### src/rtl/gb_host_pkg.sv
`default_nettype none
// +------------------------------------------------------------------+
// | gb_host_pkg : shared types and limits for the GhostBus sequencer |
// | rev 1.0                                                          |
// +------------------------------------------------------------------+
package gb_host_pkg;

  localparam int CNT_W      = 8;
  localparam int RD_LAT_MIN = 1;
  localparam int RD_LAT_MAX = 7;
  localparam int LAT_W      = $clog2(RD_LAT_MAX + 1);

  typedef enum logic [2:0] {
    ST_IDLE     = 3'd0,
    ST_WR       = 3'd1,
    ST_RD_ISSUE = 3'd2,
    ST_RD_WAIT  = 3'd3,
    ST_RSP      = 3'd4
  } state_e;

endpackage

`default_nettype wire

### src/rtl/gb_lat_timer.sv
`default_nettype none
// +------------------------------------------------------------------+
// | gb_lat_timer : loadable read-latency countdown with done pulse   |
// | rev 1.0                                                          |
// +------------------------------------------------------------------+
module gb_lat_timer
  import gb_host_pkg::*;
#(
  parameter int unsigned LAT = 1
) (
  input  logic clk,
  input  logic rst_n,
  input  logic load,
  output logic done
);

  logic [LAT_W-1:0] cnt_q, cnt_d;

  always_comb begin
    cnt_d = cnt_q;
    if (load) begin
      cnt_d = LAT_W'(LAT);
    end else if (cnt_q != '0) begin
      cnt_d = cnt_q - LAT_W'(1);
    end
  end

  // done marks the last wait cycle, so the caller samples on that edge
  assign done = (cnt_q == LAT_W'(1));

  always_ff @(posedge clk or negedge rst_n) begin
    if (!rst_n) begin
      cnt_q <= '0;
    end else begin
      cnt_q <= cnt_d;
    end
  end

endmodule

`default_nettype wire

### src/rtl/gb_host_seq.sv
`default_nettype none
// +------------------------------------------------------------------+
// | gb_host_seq : command-to-GhostBus sequencer (writes, read bursts)|
// | rev 1.0                                                          |
// +------------------------------------------------------------------+
module gb_host_seq
  import gb_host_pkg::*;
#(
  parameter int unsigned AW     = 24,
  parameter int unsigned DW     = 32,
  parameter int unsigned RD_LAT = 1
) (
  input  logic          clk,
  input  logic          rst_n,
  input  logic          cmd_valid,
  output logic          cmd_ready,
  input  logic          cmd_we,
  input  logic [AW-1:0] cmd_addr,
  input  logic [DW-1:0] cmd_wdata,
  input  logic [7:0]    cmd_len,
  output logic          rsp_valid,
  input  logic          rsp_ready,
  output logic [DW-1:0] rsp_data,
  output logic          rsp_last,
  output logic [AW-1:0] gb_addr,
  output logic [DW-1:0] gb_wdata,
  output logic          gb_we,
  output logic          gb_re,
  input  logic [DW-1:0] gb_rdata,
  output logic          busy
);

  state_e           state_q, state_d;
  logic [AW-1:0]    addr_q, addr_d;
  logic [DW-1:0]    wdata_q, wdata_d;
  logic [DW-1:0]    data_q, data_d;
  logic [CNT_W-1:0] cnt_q, cnt_d;
  logic             en_q;
  logic             lat_done;

  gb_lat_timer #(
    .LAT (RD_LAT)
  ) u_lat_timer (
    .clk   (clk),
    .rst_n (rst_n),
    .load  (gb_re),
    .done  (lat_done)
  );

  // en_q keeps cmd_ready low until the first edge after reset release
  assign cmd_ready = en_q && (state_q == ST_IDLE);
  assign busy      = (state_q != ST_IDLE);
  assign gb_we     = (state_q == ST_WR);
  assign gb_re     = (state_q == ST_RD_ISSUE);
  assign rsp_valid = (state_q == ST_RSP);
  assign rsp_last  = rsp_valid && (cnt_q == '0);
  assign rsp_data  = data_q;
  assign gb_addr   = addr_q;
  assign gb_wdata  = wdata_q;

  always_comb begin
    state_d = state_q;
    addr_d  = addr_q;
    wdata_d = wdata_q;
    data_d  = data_q;
    cnt_d   = cnt_q;
    case (state_q)
      ST_IDLE: begin
        if (cmd_valid && cmd_ready) begin
          addr_d = cmd_addr;
          if (cmd_we) begin
            wdata_d = cmd_wdata;
            state_d = ST_WR;
          end else begin
            cnt_d   = cmd_len;
            state_d = ST_RD_ISSUE;
          end
        end
      end
      ST_WR:       state_d = ST_IDLE;
      ST_RD_ISSUE: state_d = ST_RD_WAIT;
      ST_RD_WAIT: begin
        if (lat_done) begin
          data_d  = gb_rdata;
          state_d = ST_RSP;
        end
      end
      ST_RSP: begin
        if (rsp_ready) begin
          if (cnt_q == '0) begin
            state_d = ST_IDLE;
          end else begin
            addr_d  = addr_q + AW'(1);
            cnt_d   = cnt_q - CNT_W'(1);
            state_d = ST_RD_ISSUE;
          end
        end
      end
      default: state_d = ST_IDLE;
    endcase
  end

  always_ff @(posedge clk or negedge rst_n) begin
    if (!rst_n) begin
      state_q <= ST_IDLE;
      addr_q  <= '0;
      wdata_q <= '0;
      data_q  <= '0;
      cnt_q   <= '0;
      en_q    <= 1'b0;
    end else begin
      state_q <= state_d;
      addr_q  <= addr_d;
      wdata_q <= wdata_d;
      data_q  <= data_d;
      cnt_q   <= cnt_d;
      en_q    <= 1'b1;
    end
  end

endmodule

`default_nettype wire

### config.mk
export PLATFORM = sky130hd
export DESIGN_NAME = gb_host_seq
export DESIGN_NICKNAME = d
export VERILOG_FILES = /design/src/rtl/gb_host_pkg.sv /design/src/rtl/gb_lat_timer.sv /design/src/rtl/gb_host_seq.sv
export SDC_FILE = /design/constraint.sdc
export NUM_CORES = 1
export LEC_CHECK = 0
export CAP_MARGIN = 20
export CORE_ASPECT_RATIO = 1.5
export CORE_MARGIN = 2
export CORE_UTILIZATION = 39
export CTS_CLUSTER_DIAMETER = 80
export CTS_CLUSTER_SIZE = 8
export DETAILED_ROUTE_END_ITERATION = 10
export GPL_TIMING_DRIVEN = 0
export PLACE_DENSITY = 0.86
export SYNTH_ARGS = -nofsm -noshare
export SYNTH_HDL_FRONTEND = slang
export SYNTH_HIERARCHICAL = 1
export SYNTH_SLANG_ARGS = --single-unit
### constraint.sdc
create_clock -name clk -period 1.7 [get_ports clk]
set_input_delay 0.34 -clock clk [delete_from_list [all_inputs] [get_ports clk]]
set_output_delay 0.34 -clock clk [all_outputs]
set_load 0.03 [all_outputs]
Word-level counts from Yosys, hierarchy flattened
Index checks and enable logic that the tools add are counted.
Widths: inputs -> output; s select.
{"block": "word_totals", "output_inout_bits": 94, "reg_bits": 103, "inputBits": 101}
{"block": "op_classes", "n_reduce_logical": 14, "n_mux": 17, "n_addsub": 3, "n_eq_ne": 10}
{"operator": "$mux 24", "count": 3}
{"operator": "$pmux 24 s2", "count": 1}
{"operator": "$mux 8", "count": 4}
{"operator": "$add 24x1->24 const B", "count": 1}
{"operator": "$pmux 8 s2", "count": 1}
{"operator": "$mux 3", "count": 5}
{"operator": "$pmux 3 s4", "count": 1}
{"operator": "$logic_not 8->1", "count": 1}
{"operator": "$sub 8x1->8 const B", "count": 1}
{"operator": "$eq 3x1->1 const B", "count": 2}
{"operator": "$eq 3x2->1 const B", "count": 2}
{"operator": "$ne 2x2->1 const B", "count": 3}
{"operator": "$reduce_and 3->1", "count": 2}
{"operator": "$reduce_bool 3->1", "count": 2}
{"operator": "$reduce_and 5->1", "count": 1}
{"operator": "$mux 2", "count": 2}
{"operator": "$ne 2x1->1 const B", "count": 2}
{"operator": "$reduce_and 4->1", "count": 1}
{"operator": "$reduce_bool 2->1", "count": 2}
{"operator": "$eq 3x3->1 const B", "count": 1}
{"operator": "$logic_and 1x1->1", "count": 3}
{"operator": "$logic_not 3->1", "count": 1}
{"operator": "$sub 3x1->3 const B", "count": 1}
{"operator": "$reduce_and 2->1", "count": 1}

Longest topological paths before layout
Gate-level depths: netlist of run 1.
{"block": "depth", "word_depth": 5, "mapped_depth": 8}

Modules after synthesis
The synthesis of run 1 kept the hierarchy.
{"mod": "gb_host_seq", "n_inst": 1, "cells_per_inst": 412, "area_each_um2": 4624.4}
{"mod": "gb_lat_timer", "n_inst": 1, "cells_per_inst": 18, "area_each_um2": 201.4}

Least setup slack after synthesis of run 1
OpenSTA, ideal clock, no wires.
{"block": "synth_timing", "path_kind": "reg-to-output", "from": "register state_q[0]", "to": "output rsp_last", "setup_slack_ns": -0.264, "path_stages_with_launch": 6, "path_buffers": 3, "required_ns": 1.360, "arrival_ns": 1.624, "path_cell_list": "dfrtp_1 buf_6 or3b_4 buf_6 clkbuf_1 nor2_1"}
{"block": "synth_between", "elab_chain_cells": 2}
{"item": "start, declared", "line": "gb_host_seq.sv:33", "source": "state_e state_q, state_d;"}
{"item": "start signal, assigned", "line": "gb_host_seq.sv:112", "source": "state_q <= state_d;"}
{"item": "$eq 3x3->1", "line": "gb_host_seq.sv:55", "source": "assign rsp_valid = (state_q == ST_RSP);"}
{"item": "$logic_and 1x1->1", "line": "gb_host_seq.sv:56", "source": "assign rsp_last = rsp_valid && (cnt_q == '0);"}
{"item": "end, declared", "line": "gb_host_seq.sv:24", "source": "output logic rsp_last,"}
No other way between the ends.

Worst setup path after layout of run 1
{"block": "layout_timing", "from": "register state_q[0]", "to": "register addr_q[23], in the netlist gb_addr[23]"}
{"block": "layout_between", "elab_chain_cells": 5, "elab_cells_between_ends": 10}
{"item": "$logic_not 3->1", "line": "gb_host_seq.sv:51, gb_host_seq.sv:67"}
{"item": "$logic_and 1x1->1", "line": "gb_host_seq.sv:51", "source": "assign cmd_ready = en_q && (state_q == ST_IDLE);"}
{"item": "$logic_and 1x1->1", "line": "gb_host_seq.sv:69", "source": "if (cmd_valid && cmd_ready) begin"}
{"item": "$ne 2x1->1 (no line)"}
{"item": "$reduce_and 4->1 (no line)"}
{"item": "end signal, assigned", "line": "gb_host_seq.sv:113", "source": "addr_q <= addr_d;"}
{"item": "end, declared", "line": "gb_host_seq.sv:34", "source": "logic [AW-1:0] addr_q, addr_d;"}
Several ways; a longest one is shown, not always the timed one.
A chain may end at the register's enable or synchronous reset.

==> metrics.txt, run 1 <==
# TYPE chip_impl_metric gauge
chip_impl_info{name="synth_top_flop_cell",value="sky130_fd_sc_hd__dfrtp_1"} 1
chip_impl_metric{name="post_drt_via_cell_ratio",unit=""} 5.81
chip_impl_info{name="hp-class",value="flip-flop to flip-flop"} 1
chip_impl_info{name="critical_path.reg2reg.endpoint",value="gb_addr[23]"} 1
chip_impl_metric{name="ys_seq_elements",unit=""} 103
chip_impl_metric{name="layout_setup_ws",unit="ns"} -0.435
chip_impl_metric{name="area_of_all_sequential_standard_cells",unit="mm^2"} 0.00259
chip_impl_metric{name="clockBufferDepth",unit=""} 2
chip_impl_metric{name="grt_max_degree",unit=""} 62
chip_impl_info{name="reg2reg_from",value="state_q[0]"} 1
chip_impl_metric{name="placementRows",unit=""} 49
chip_impl_metric{name="power_density",unit="mW/mm^2"} 1850
chip_impl_metric{name="final_cell_count_no_fill",unit=""} 858
chip_impl_metric{name="cp_data_required_time",unit="ns"} 1.92
chip_impl_info{name="worst-setup-path-type",value="flip-flop to flip-flop"} 1
chip_impl_metric{name="dp.final_hpwl",unit="mm"} 11.4
chip_impl_metric{name="fp.dieH",unit="um"} 140
chip_impl_metric{name="part_of_the_yosys_area_used_for_sequential_elements",unit=""} 0.534
chip_impl_metric{name="width_of_the_die",unit="um"} 94.8
chip_impl_metric{name="initial_util",unit=""} 0.402
chip_impl_info{name="timing.hold.worst.start",value="gb_wdata[19]"} 1
chip_impl_metric{name="ys_warn_count",unit=""} 6
chip_impl_metric{name="tritoncts.num_buffers",unit=""} 9
chip_impl_info{name="clock_tree_from_tritoncts",value="built"} 1
chip_impl_metric{name="holdPathStages",unit=""} 1
chip_impl_metric{name="syn_area_per_cell",unit="um^2"} 11.2
chip_impl_metric{name="final-hold-violation-count",unit=""} 0
chip_impl_metric{name="worst-r2r-setup-slack",unit="ns"} -0.44
chip_impl_info{name="failed_checks",value="negative setup slack"} 1
chip_impl_metric{name="period_minus_slack",unit="ns"} 2.14
chip_impl_metric{name="track_usage",unit=""} 0.264
chip_impl_metric{name="routed-via-count",unit=""} 4985
chip_impl_metric{name="cts.htree.levels",unit=""} 3
chip_impl_info{name="startpoint",value="state_q[0]"} 1
chip_impl_metric{name="antennaDiodeCount",unit=""} 0
chip_impl_metric{name="io-pin-count",unit=""} 195
chip_impl_metric{name="path_max_fanout",unit=""} 6
chip_impl_metric{name="power.leakage",unit="nW"} 3.90
chip_impl_metric{name="layout-drive-gt1-share",unit=""} 0.377
chip_impl_metric{name="mappedNetlistArea",unit="mm^2"} 0.00483
chip_impl_metric{name="synth_nets",unit=""} 537
chip_impl_metric{name="netlist_instances",unit=""} 430
chip_impl_metric{name="syn_to_final_growth",unit="%"} 79.4
chip_impl_metric{name="path_clk_slew",unit="ns"} 0.08
chip_impl_metric{name="grt_remaining_overflow",unit=""} 0
chip_impl_metric{name="worstMarginPinSlew",unit="ns"} 0.613
chip_impl_info{name="outcome",value="finished with violations"} 1
chip_impl_info{name="synth_top_family_by_area",value="multiplexers"} 1
chip_impl_metric{name="first_pass_grt_wire_length",unit="mm"} 26.8
chip_impl_metric{name="synthMuxAreaShare",unit=""} 0.151
chip_impl_metric{name="synth_enable_flop_cells",unit=""} 0
chip_impl_metric{name="first_pass_iters",unit=""} 7
chip_impl_metric{name="utilization",unit=""} 0.720
chip_impl_metric{name="drt-wirelength-per-cell",unit="um"} 22.4
chip_impl_info{name="min_to",value="gb_wdata[19]"} 1
chip_impl_metric{name="numPortBuffers",unit=""} 194
chip_impl_metric{name="floorplan.core_area",unit="mm^2"} 0.0120
chip_impl_metric{name="max_freq",unit="MHz"} 468
chip_impl_metric{name="drt_iter0_drc",unit=""} 307
chip_impl_metric{name="drc_violation_count_after_routing",unit=""} 0
chip_impl_metric{name="max-slew-margin-rel",unit=""} 0.591
chip_impl_metric{name="synth-simple-area-share",unit=""} 0.119
chip_impl_metric{name="drtAntennaViolNets",unit=""} 0
chip_impl_metric{name="netlist-cell-type-count",unit=""} 57
chip_impl_metric{name="arrival",unit="ns"} 2.36
chip_impl_metric{name="drv_slew",unit=""} 0
chip_impl_info{name="rsz0062_at_grt",value="true"} 1
chip_impl_metric{name="placed_cells_incl_taps",unit=""} 778
chip_impl_metric{name="sinks_on_clock_net",unit=""} 103
chip_impl_metric{name="reg2regPathDepth",unit=""} 8
chip_impl_info{name="critPathCaptureType",value="flip-flop"} 1
chip_impl_metric{name="via_count_of_the_first_global_routing_pass",unit=""} 5209
chip_impl_metric{name="antenna_found_initial",unit=""} 0
chip_impl_metric{name="finalCritPeriodShare",unit=""} 1.26
chip_impl_metric{name="timing.max_cap.violations",unit=""} 0
chip_impl_metric{name="design.die.area",unit="mm^2"} 0.0133
chip_impl_metric{name="fin_worst_skew",unit="ns"} 0.0123
chip_impl_metric{name="synthArstFlopShare",unit=""} 1.00
chip_impl_info{name="startpoint_kind_of_the_worst_setup_timing_path",value="flip-flop"} 1
chip_impl_metric{name="max-vdd-ir-drop",unit="mV"} 1.14
chip_impl_info{name="ctsRootBufferMaster",value="sky130_fd_sc_hd__clkbuf_16"} 1
chip_impl_metric{name="finalNetCount",unit=""} 807
chip_impl_metric{name="multi_input_area",unit="mm^2"} 0.00265
chip_impl_metric{name="synth_xor_xnor_area_share",unit=""} 0
chip_impl_metric{name="synthesized_area_fraction_occupied_by_ao_oa_aoi_and_oai_cells",unit=""} 0.144
chip_impl_metric{name="nFillCells",unit=""} 797
chip_impl_metric{name="place.gp.congestion",unit=""} 0.933
chip_impl_metric{name="synth_area_in_adders",unit=""} 0.0156
chip_impl_metric{name="insertion_delay",unit="ns"} 0.35
chip_impl_metric{name="setup_viol_count_final",unit=""} 71
chip_impl_metric{name="routed_wl",unit="mm"} 19.2
==> layer usage <==
metal / track usage / routed length [um] / up-vias
li1: - / - / 2107
met1: 0.265 / 6040 / 2392
met2: 0.467 / 10000 / 378
met3: 0.0855 / 1780 / 108
met4: 0.152 / 1370 / 0
met5: 0 / 0 / -
==> state kept, by name, indices dropped and copies added (netlist names) <==
| name | flops |
|---|---|
| gb_wdata | 32 |
| rsp_data | 32 |
| gb_addr | 24 |
| cnt_q | 8 |
| state_q | 3 |
| u_lat_timer/cnt_q | 3 |
| en_q | 1 |
==> metrics by stage <==
step / hold WS (ns) / total power, mW / cell area, um^2 / setup TNS (ns) / setup WS, ns
global route: 0.523 / 16.7 / 8660 / -25.76 / -0.451
finish: 0.502 / 16.0 / 8660 / -20.88 / -0.435
floorplan: 0.0444 / 9.07 / 4930 / -1.00 / -0.154
detailed placement: 0.376 / 12.4 / 7090 / -30.03 / -0.863
global placement: 0.479 / 12.1 / 7060 / -386.20 / -3.86
CTS: 0.504 / 14.6 / 7910 / -14.94 / -0.434
==> where the power goes <==
| group | total (mW) | internal, mW | switching [mW] |
|---|---|---|---|
| Sequential | 4.73 | 3.68 | 1.05 |
| Combinational | 9.07 | 3.98 | 5.09 |
| Clock | 2.20 | 1.18 | 1.02 |
==> worst max path at each step <==
stage	endpoint	slack, ns
after floorplan	rsp_last	-0.15
after global placement	gb_addr[11]	-3.86
after detailed placement	rsp_last	-0.86
after CTS	gb_addr[18]	-0.43
after global routing	gb_addr[23]	-0.45
final	gb_addr[23]	-0.44
==> worst max-delay path, cell delays in order, from the launching register on <==
cell                        delay [ns]
sky130_fd_sc_hd__dfrtp_1          0.44
sky130_fd_sc_hd__or3b_4           0.43
sky130_fd_sc_hd__buf_8            0.16
sky130_fd_sc_hd__buf_6            0.12
sky130_fd_sc_hd__a311oi_4         0.30
sky130_fd_sc_hd__nor2_4           0.12
sky130_fd_sc_hd__buf_8            0.17
sky130_fd_sc_hd__a2bb2oi_2        0.16
sky130_fd_sc_hd__o21ai_2          0.09
==> cell type report <==
type                    count  area share
flip-flops and latches    103       0.299
plain buffers              21      0.0371
clock inverters             7      0.0103
well taps                 153      0.0221
inverters                  10     0.00520
multi-input cells         292       0.306
clock buffers               9      0.0260
repair buffers            263       0.294
==> Yosys cell counts (3+ instances only) <==
cell type / n / area share
sky130_fd_sc_hd__a21o_1: 3 / 0.0047
sky130_fd_sc_hd__a21oi_1: 36 / 0.037
sky130_fd_sc_hd__a22oi_1: 3 / 0.0047
sky130_fd_sc_hd__a2bb2oi_1: 5 / 0.0091
sky130_fd_sc_hd__a31oi_1: 5 / 0.0065
sky130_fd_sc_hd__and2_1: 3 / 0.0039
sky130_fd_sc_hd__and3_1: 4 / 0.0052
sky130_fd_sc_hd__and4_1: 3 / 0.0054
sky130_fd_sc_hd__buf_2: 9 / 0.0093
sky130_fd_sc_hd__buf_6: 3 / 0.0070
sky130_fd_sc_hd__clkbuf_1: 12 / 0.0093
sky130_fd_sc_hd__dfrtp_1: 103 / 0.53
sky130_fd_sc_hd__ha_1: 6 / 0.016
sky130_fd_sc_hd__inv_1: 9 / 0.0070
sky130_fd_sc_hd__mux2_1: 3 / 0.0070
sky130_fd_sc_hd__mux2_2: 61 / 0.14
sky130_fd_sc_hd__nand2_1: 26 / 0.020
sky130_fd_sc_hd__nand3_1: 13 / 0.013
sky130_fd_sc_hd__nand4_1: 8 / 0.010
sky130_fd_sc_hd__nor2_1: 28 / 0.022
sky130_fd_sc_hd__nor3_1: 6 / 0.0062
sky130_fd_sc_hd__o21ai_0: 27 / 0.028
sky130_fd_sc_hd__o22a_1: 5 / 0.0091
sky130_fd_sc_hd__o22ai_1: 6 / 0.0078
==> logic make-up (layout without fill, tap and decap cells) <==
logic type | after synthesis | in the layout
AND/OR/NAND/NOR | 111 | 111
buffers and inverters | 35 | 310
flip-flops | 103 | 103
AO/OA/AOI/OAI | 109 | 109
multiplexers | 65 | 65
adder cells (fa/ha/maj) | 6 | 6
other | 1 | 1
==> cells in the final DEF, fill, tap and decap left out, types with 4 or more instances in the layout <==
cell                              Yosys  final
sky130_fd_sc_hd__clkdlybuf4s50_1      0     99
sky130_fd_sc_hd__dfrtp_1            103     93
sky130_fd_sc_hd__dlygate4sd2_1        0     88
sky130_fd_sc_hd__buf_4                1     43
sky130_fd_sc_hd__mux2_2              61     32
sky130_fd_sc_hd__mux2_4               0     32
sky130_fd_sc_hd__buf_6                3     28
sky130_fd_sc_hd__nand2_1             26     21
sky130_fd_sc_hd__a21oi_2              1     20
sky130_fd_sc_hd__nor2_1              28     19
sky130_fd_sc_hd__clkbuf_16            0     17
sky130_fd_sc_hd__a21oi_1             36     13
sky130_fd_sc_hd__buf_8                0     11
sky130_fd_sc_hd__nand3_1             13     10
sky130_fd_sc_hd__o21ai_0             27     10
sky130_fd_sc_hd__dfrtp_2              0     10
sky130_fd_sc_hd__o21ai_2              0      9
sky130_fd_sc_hd__nor2_4               0      8
sky130_fd_sc_hd__nand4_1              8      8
sky130_fd_sc_hd__o21ai_1              0      8
sky130_fd_sc_hd__inv_1                9      7
sky130_fd_sc_hd__o22ai_1              6      6
sky130_fd_sc_hd__o22a_1               5      5
sky130_fd_sc_hd__a2bb2oi_2            1      5
sky130_fd_sc_hd__nor3_4               0      4
sky130_fd_sc_hd__inv_8                0      4
sky130_fd_sc_hd__and3_1               4      4
sky130_fd_sc_hd__a21oi_4              0      4
sky130_fd_sc_hd__ha_1                 6      4
==> repair_timing <==
action,4_1_cts,5_1_grt
gates resized for setup,222,118
endpoints found under the hold margin,2,0
setup endpoints to repair,187,102
setup buffers,24,37
hold buffers,1,0
cloned,5,6
pin swaps,21,23
No activity file was read; power rests on OpenSTA's default activity.
==> inputs of run 2 (changes only) <==
--- a/config.mk
+++ b/config.mk
@@ -16,5 +16,4 @@
 export PLACE_DENSITY = 0.86
 export SYNTH_ARGS = -nofsm -noshare
 export SYNTH_HDL_FRONTEND = slang
-export SYNTH_HIERARCHICAL = 1
 export SYNTH_SLANG_ARGS = --single-unit
==> run 2 against run 1 <==
Net effect:
- the flow still finishes with violations (negative setup slack)
- utilization down 5.5 points
- wire length shrank 16%
- die area shrank 0.28%
- critical path depth rose by 1
- maximum frequency fell by 0.35%
- global-route usage shrank 2.4 points
- sequential share of layout area increased by 2.4 points
- flip-flop and latch count unchanged
- synthesized area is 0.29% lower
- largest cell class is now flip-flops and latches
==> metrics.txt, run 2 <==
# TYPE chip_impl_metric gauge
chip_impl_metric{name="width_of_the_die",unit="um"} 94.7
chip_impl_metric{name="cts.htree.levels",unit=""} 3
chip_impl_metric{name="tritoncts.num_buffers",unit=""} 9
chip_impl_metric{name="power.leakage",unit="nW"} 3.49
chip_impl_metric{name="io-pin-count",unit=""} 195
chip_impl_metric{name="drt_iter0_drc",unit=""} 176
chip_impl_metric{name="first_pass_grt_wire_length",unit="mm"} 24.5
chip_impl_metric{name="synthArstFlopShare",unit=""} 1.00
chip_impl_metric{name="syn_to_final_growth",unit="%"} 66.0
chip_impl_metric{name="drv_slew",unit=""} 0
chip_impl_metric{name="part_of_the_yosys_area_used_for_sequential_elements",unit=""} 0.536
chip_impl_metric{name="path_max_fanout",unit=""} 6
chip_impl_metric{name="track_usage",unit=""} 0.240
chip_impl_metric{name="placementRows",unit=""} 49
chip_impl_metric{name="critPathMaxStageDelay",unit="ns"} 0.52
chip_impl_metric{name="timing.max_cap.violations",unit=""} 0
chip_impl_info{name="worst_path_max_delay_cell",value="sky130_fd_sc_hd__or4b_4"} 1
chip_impl_info{name="synth_top_flop_cell",value="sky130_fd_sc_hd__dfrtp_1"} 1
chip_impl_metric{name="ys_seq_elements",unit=""} 103
chip_impl_metric{name="design.die.area",unit="mm^2"} 0.0133
chip_impl_info{name="worst-setup-path-type",value="flip-flop to flip-flop"} 1
chip_impl_info{name="final_cell_mix",value="99 x sky130_fd_sc_hd__clkdlybuf4s50_1, 96 x sky130_fd_sc_hd__dfrtp_1, 86 x sky130_fd_sc_hd__dlygate4sd2_1, 62 x sky130_fd_sc_hd__mux2_2, 35 x sky130_fd_sc_hd__nor2_1"} 1
chip_impl_metric{name="layout-drive-gt1-share",unit=""} 0.320
chip_impl_metric{name="mappedNetlistArea",unit="mm^2"} 0.00481
chip_impl_metric{name="placed_cells_incl_taps",unit=""} 780
chip_impl_metric{name="netlist_instances",unit=""} 432
chip_impl_metric{name="grt_max_degree",unit=""} 75
chip_impl_info{name="post_synth_main_area_contributors",value="sky130_fd_sc_hd__dfrtp_1 54%, sky130_fd_sc_hd__mux2_2 15%, sky130_fd_sc_hd__o21ai_0 3.6%"} 1
chip_impl_metric{name="first_pass_iters",unit=""} 5
chip_impl_info{name="clock_tree_from_tritoncts",value="built"} 1
chip_impl_metric{name="arrival",unit="ns"} 2.41
chip_impl_metric{name="netlist-cell-type-count",unit=""} 56
chip_impl_info{name="crit_chain",value="inv_2 -> ha_4 -> or4b_4 -> o211ai_4 -> and2_4 -> buf_12 -> buf_8 -> a21oi_2 -> mux2i_1"} 1
chip_impl_metric{name="path_clk_slew",unit="ns"} 0.07
chip_impl_metric{name="worstMarginPinSlew",unit="ns"} 0.594
chip_impl_info{name="critPathCaptureType",value="flip-flop"} 1
chip_impl_metric{name="syn_area_per_cell",unit="um^2"} 11.1
chip_impl_metric{name="antennaDiodeCount",unit=""} 0
chip_impl_metric{name="drt-wirelength-per-cell",unit="um"} 19.4
chip_impl_metric{name="synth_nets",unit=""} 538
chip_impl_info{name="synth.most_common_cell",value="sky130_fd_sc_hd__dfrtp_1"} 1
chip_impl_metric{name="final-hold-violation-count",unit=""} 0
chip_impl_metric{name="drtAntennaViolNets",unit=""} 0
chip_impl_metric{name="setup-tns-final",unit="ns"} -18.11
chip_impl_metric{name="layout_setup_ws",unit="ns"} -0.443
chip_impl_info{name="outcome",value="finished with violations"} 1
chip_impl_info{name="ctsRootBufferMaster",value="sky130_fd_sc_hd__clkbuf_16"} 1
chip_impl_metric{name="ys_warn_count",unit=""} 0
chip_impl_metric{name="initial_util",unit=""} 0.400
chip_impl_metric{name="synth_enable_flop_cells",unit=""} 0
chip_impl_metric{name="numPortBuffers",unit=""} 194
chip_impl_info{name="hp-class",value="input pin to asynchronous set/reset pin"} 1
chip_impl_metric{name="dp.final_hpwl",unit="mm"} 11.1
chip_impl_info{name="synth_top_area_cell",value="sky130_fd_sc_hd__dfrtp_1"} 1
chip_impl_metric{name="drc_violation_count_after_routing",unit=""} 0
chip_impl_metric{name="place.gp.congestion",unit=""} 0.936
chip_impl_metric{name="cp_data_required_time",unit="ns"} 1.96
chip_impl_metric{name="floorplan.core_area",unit="mm^2"} 0.0120
chip_impl_info{name="startpoint_kind_of_the_worst_setup_timing_path",value="flip-flop"} 1
chip_impl_metric{name="power_density",unit="mW/mm^2"} 1810
chip_impl_metric{name="sinks_on_clock_net",unit=""} 103
chip_impl_info{name="rsz0062_at_grt",value="true"} 1
chip_impl_metric{name="max-vdd-ir-drop",unit="mV"} 0.984
chip_impl_metric{name="total_power",unit="mW"} 14.4
chip_impl_metric{name="post_drt_via_cell_ratio",unit=""} 5.48
chip_impl_metric{name="period_minus_slack",unit="ns"} 2.14
chip_impl_metric{name="finalNetCount",unit=""} 782
chip_impl_metric{name="routed-via-count",unit=""} 4570
chip_impl_metric{name="fp.dieH",unit="um"} 140
chip_impl_metric{name="final_cell_count_no_fill",unit=""} 834
chip_impl_metric{name="routed_wl",unit="mm"} 16.2
chip_impl_info{name="layout.cells.most_common",value="sky130_fd_sc_hd__clkdlybuf4s50_1"} 1
chip_impl_metric{name="share_of_the_synthesized_area_in_the_top_cell_type",unit=""} 0.536
chip_impl_metric{name="grt_remaining_overflow",unit=""} 0
chip_impl_info{name="failed_checks",value="negative setup slack"} 1
chip_impl_metric{name="insertion_delay",unit="ns"} 0.34
chip_impl_metric{name="setup_viol_count_final",unit=""} 70
chip_impl_metric{name="clockBufferDepth",unit=""} 2
chip_impl_info{name="synth.cells.most_frequent",value="103 x sky130_fd_sc_hd__dfrtp_1, 64 x sky130_fd_sc_hd__mux2_2, 40 x sky130_fd_sc_hd__nor2_1, 35 x sky130_fd_sc_hd__o21ai_0, 30 x sky130_fd_sc_hd__a21oi_1"} 1
chip_impl_metric{name="via_count_of_the_first_global_routing_pass",unit=""} 4920
chip_impl_metric{name="max_freq",unit="MHz"} 467
chip_impl_metric{name="max-slew-margin-rel",unit=""} 0.604
chip_impl_metric{name="finalCritPeriodShare",unit=""} 1.26
chip_impl_metric{name="antenna_found_initial",unit=""} 0
chip_impl_metric{name="fin_worst_skew",unit="ns"} 0.00554
[run 2: kinds of logic after synthesis]
logic type	share of synthesized area
AND/OR/NAND/NOR	0.118
buffers and inverters	0.0359
AO/OA/AOI/OAI	0.141
flip-flops	0.536
XOR/XNOR	0.00182
multiplexers	0.154
other	0.000779
adder cells (fa/ha/maj)	0.0130
[run 2: path summary, 6_finish.rpt]
check	from	end	slack, ns	cells after the start
worst max-delay path	cnt_q[0]	gb_addr[0]	-0.44	9
worst min register to register	rsp_data[20]	rsp_data[20]	0.50	1
worst min-delay path	rst_n	rsp_data[4]	0.48	2
worst max register to register	cnt_q[0]	gb_addr[0]	-0.44	9
min in group clk	rsp_data[20]	rsp_data[20]	0.50	1
max in group asynchronous	rst_n	gb_addr[20]	0.52	3
[run 2: final cells by class]
class	instances	area [um^2]
Fill cell	936	4030
Sequential cell	103	2590
Multi-Input combinational cell	292	2340
Timing Repair Buffer	237	2320
Clock buffer	9	225
Buffer	20	199
Tap cell	153	191
Clock inverter	7	77.6
Inverter	13	51.3
[run 2: metrics by stage]
step | hold WS, ns | area, um^2 | setup slack (ns) | utilization
2_1_floorplan | 0.0444 | 4900 | -0.187 | -
3_3_place_gp | 0.486 | 7040 | -3.85 | 0.586
3_5_place_dp | 0.306 | 7060 | -1.05 | 0.588
4_1_cts | 0.477 | 7820 | -0.417 | 0.651
5_1_grt | 0.509 | 7990 | -0.517 | 0.665
6_report | 0.481 | 7990 | -0.443 | 0.665
[run 2: critical path: cells and delay by family (launching register included)]
family                   cells  cell delay, ns
AND/OR/NAND/NOR              2            0.75
adder cells (fa/ha/maj)      1            0.13
AO/OA/AOI/OAI                2            0.32
flip-flops                   1            0.41
multiplexers                 1            0.13
buffers and inverters        3            0.34
[run 2: per-layer routing]
layer	global-route usage	vias to the layer above	share of wire
met5	0	-	0
met4	0.108	0	0.041
met3	0.0446	52	0.066
met2	0.451	243	0.55
met1	0.251	2208	0.34
li1	-	2067	-
[run 2: power breakdown]
part	leakage (nW)	total (mW)	internal, mW	switching, mW
Clock	0.147	2.13	1.16	0.970
Sequential	1.21	4.70	3.67	1.03
Combinational	2.14	7.62	3.21	4.41
[run 2: timing repair]
action | 4_1_cts | 5_1_grt
endpoints found under the setup margin | 189 | 104
cloned | 8 | 1
hold buffers | 1 | 0
pin swaps | 14 | 10
setup buffers | 19 | 19
endpoints found under the hold margin | 29 | 0
resized for setup | 205 | 45
==> inputs of run 3 (changes only) <==
--- a/config.mk
+++ b/config.mk
@@ -5,7 +5,6 @@
 export SDC_FILE = /design/constraint.sdc
 export NUM_CORES = 1
 export LEC_CHECK = 0
-export CAP_MARGIN = 20
 export CORE_ASPECT_RATIO = 1.5
 export CORE_MARGIN = 2
 export CORE_UTILIZATION = 39
==> results of run 3 <==
Same layout as run 2: the final DEF is identical, and so are final timing and power.
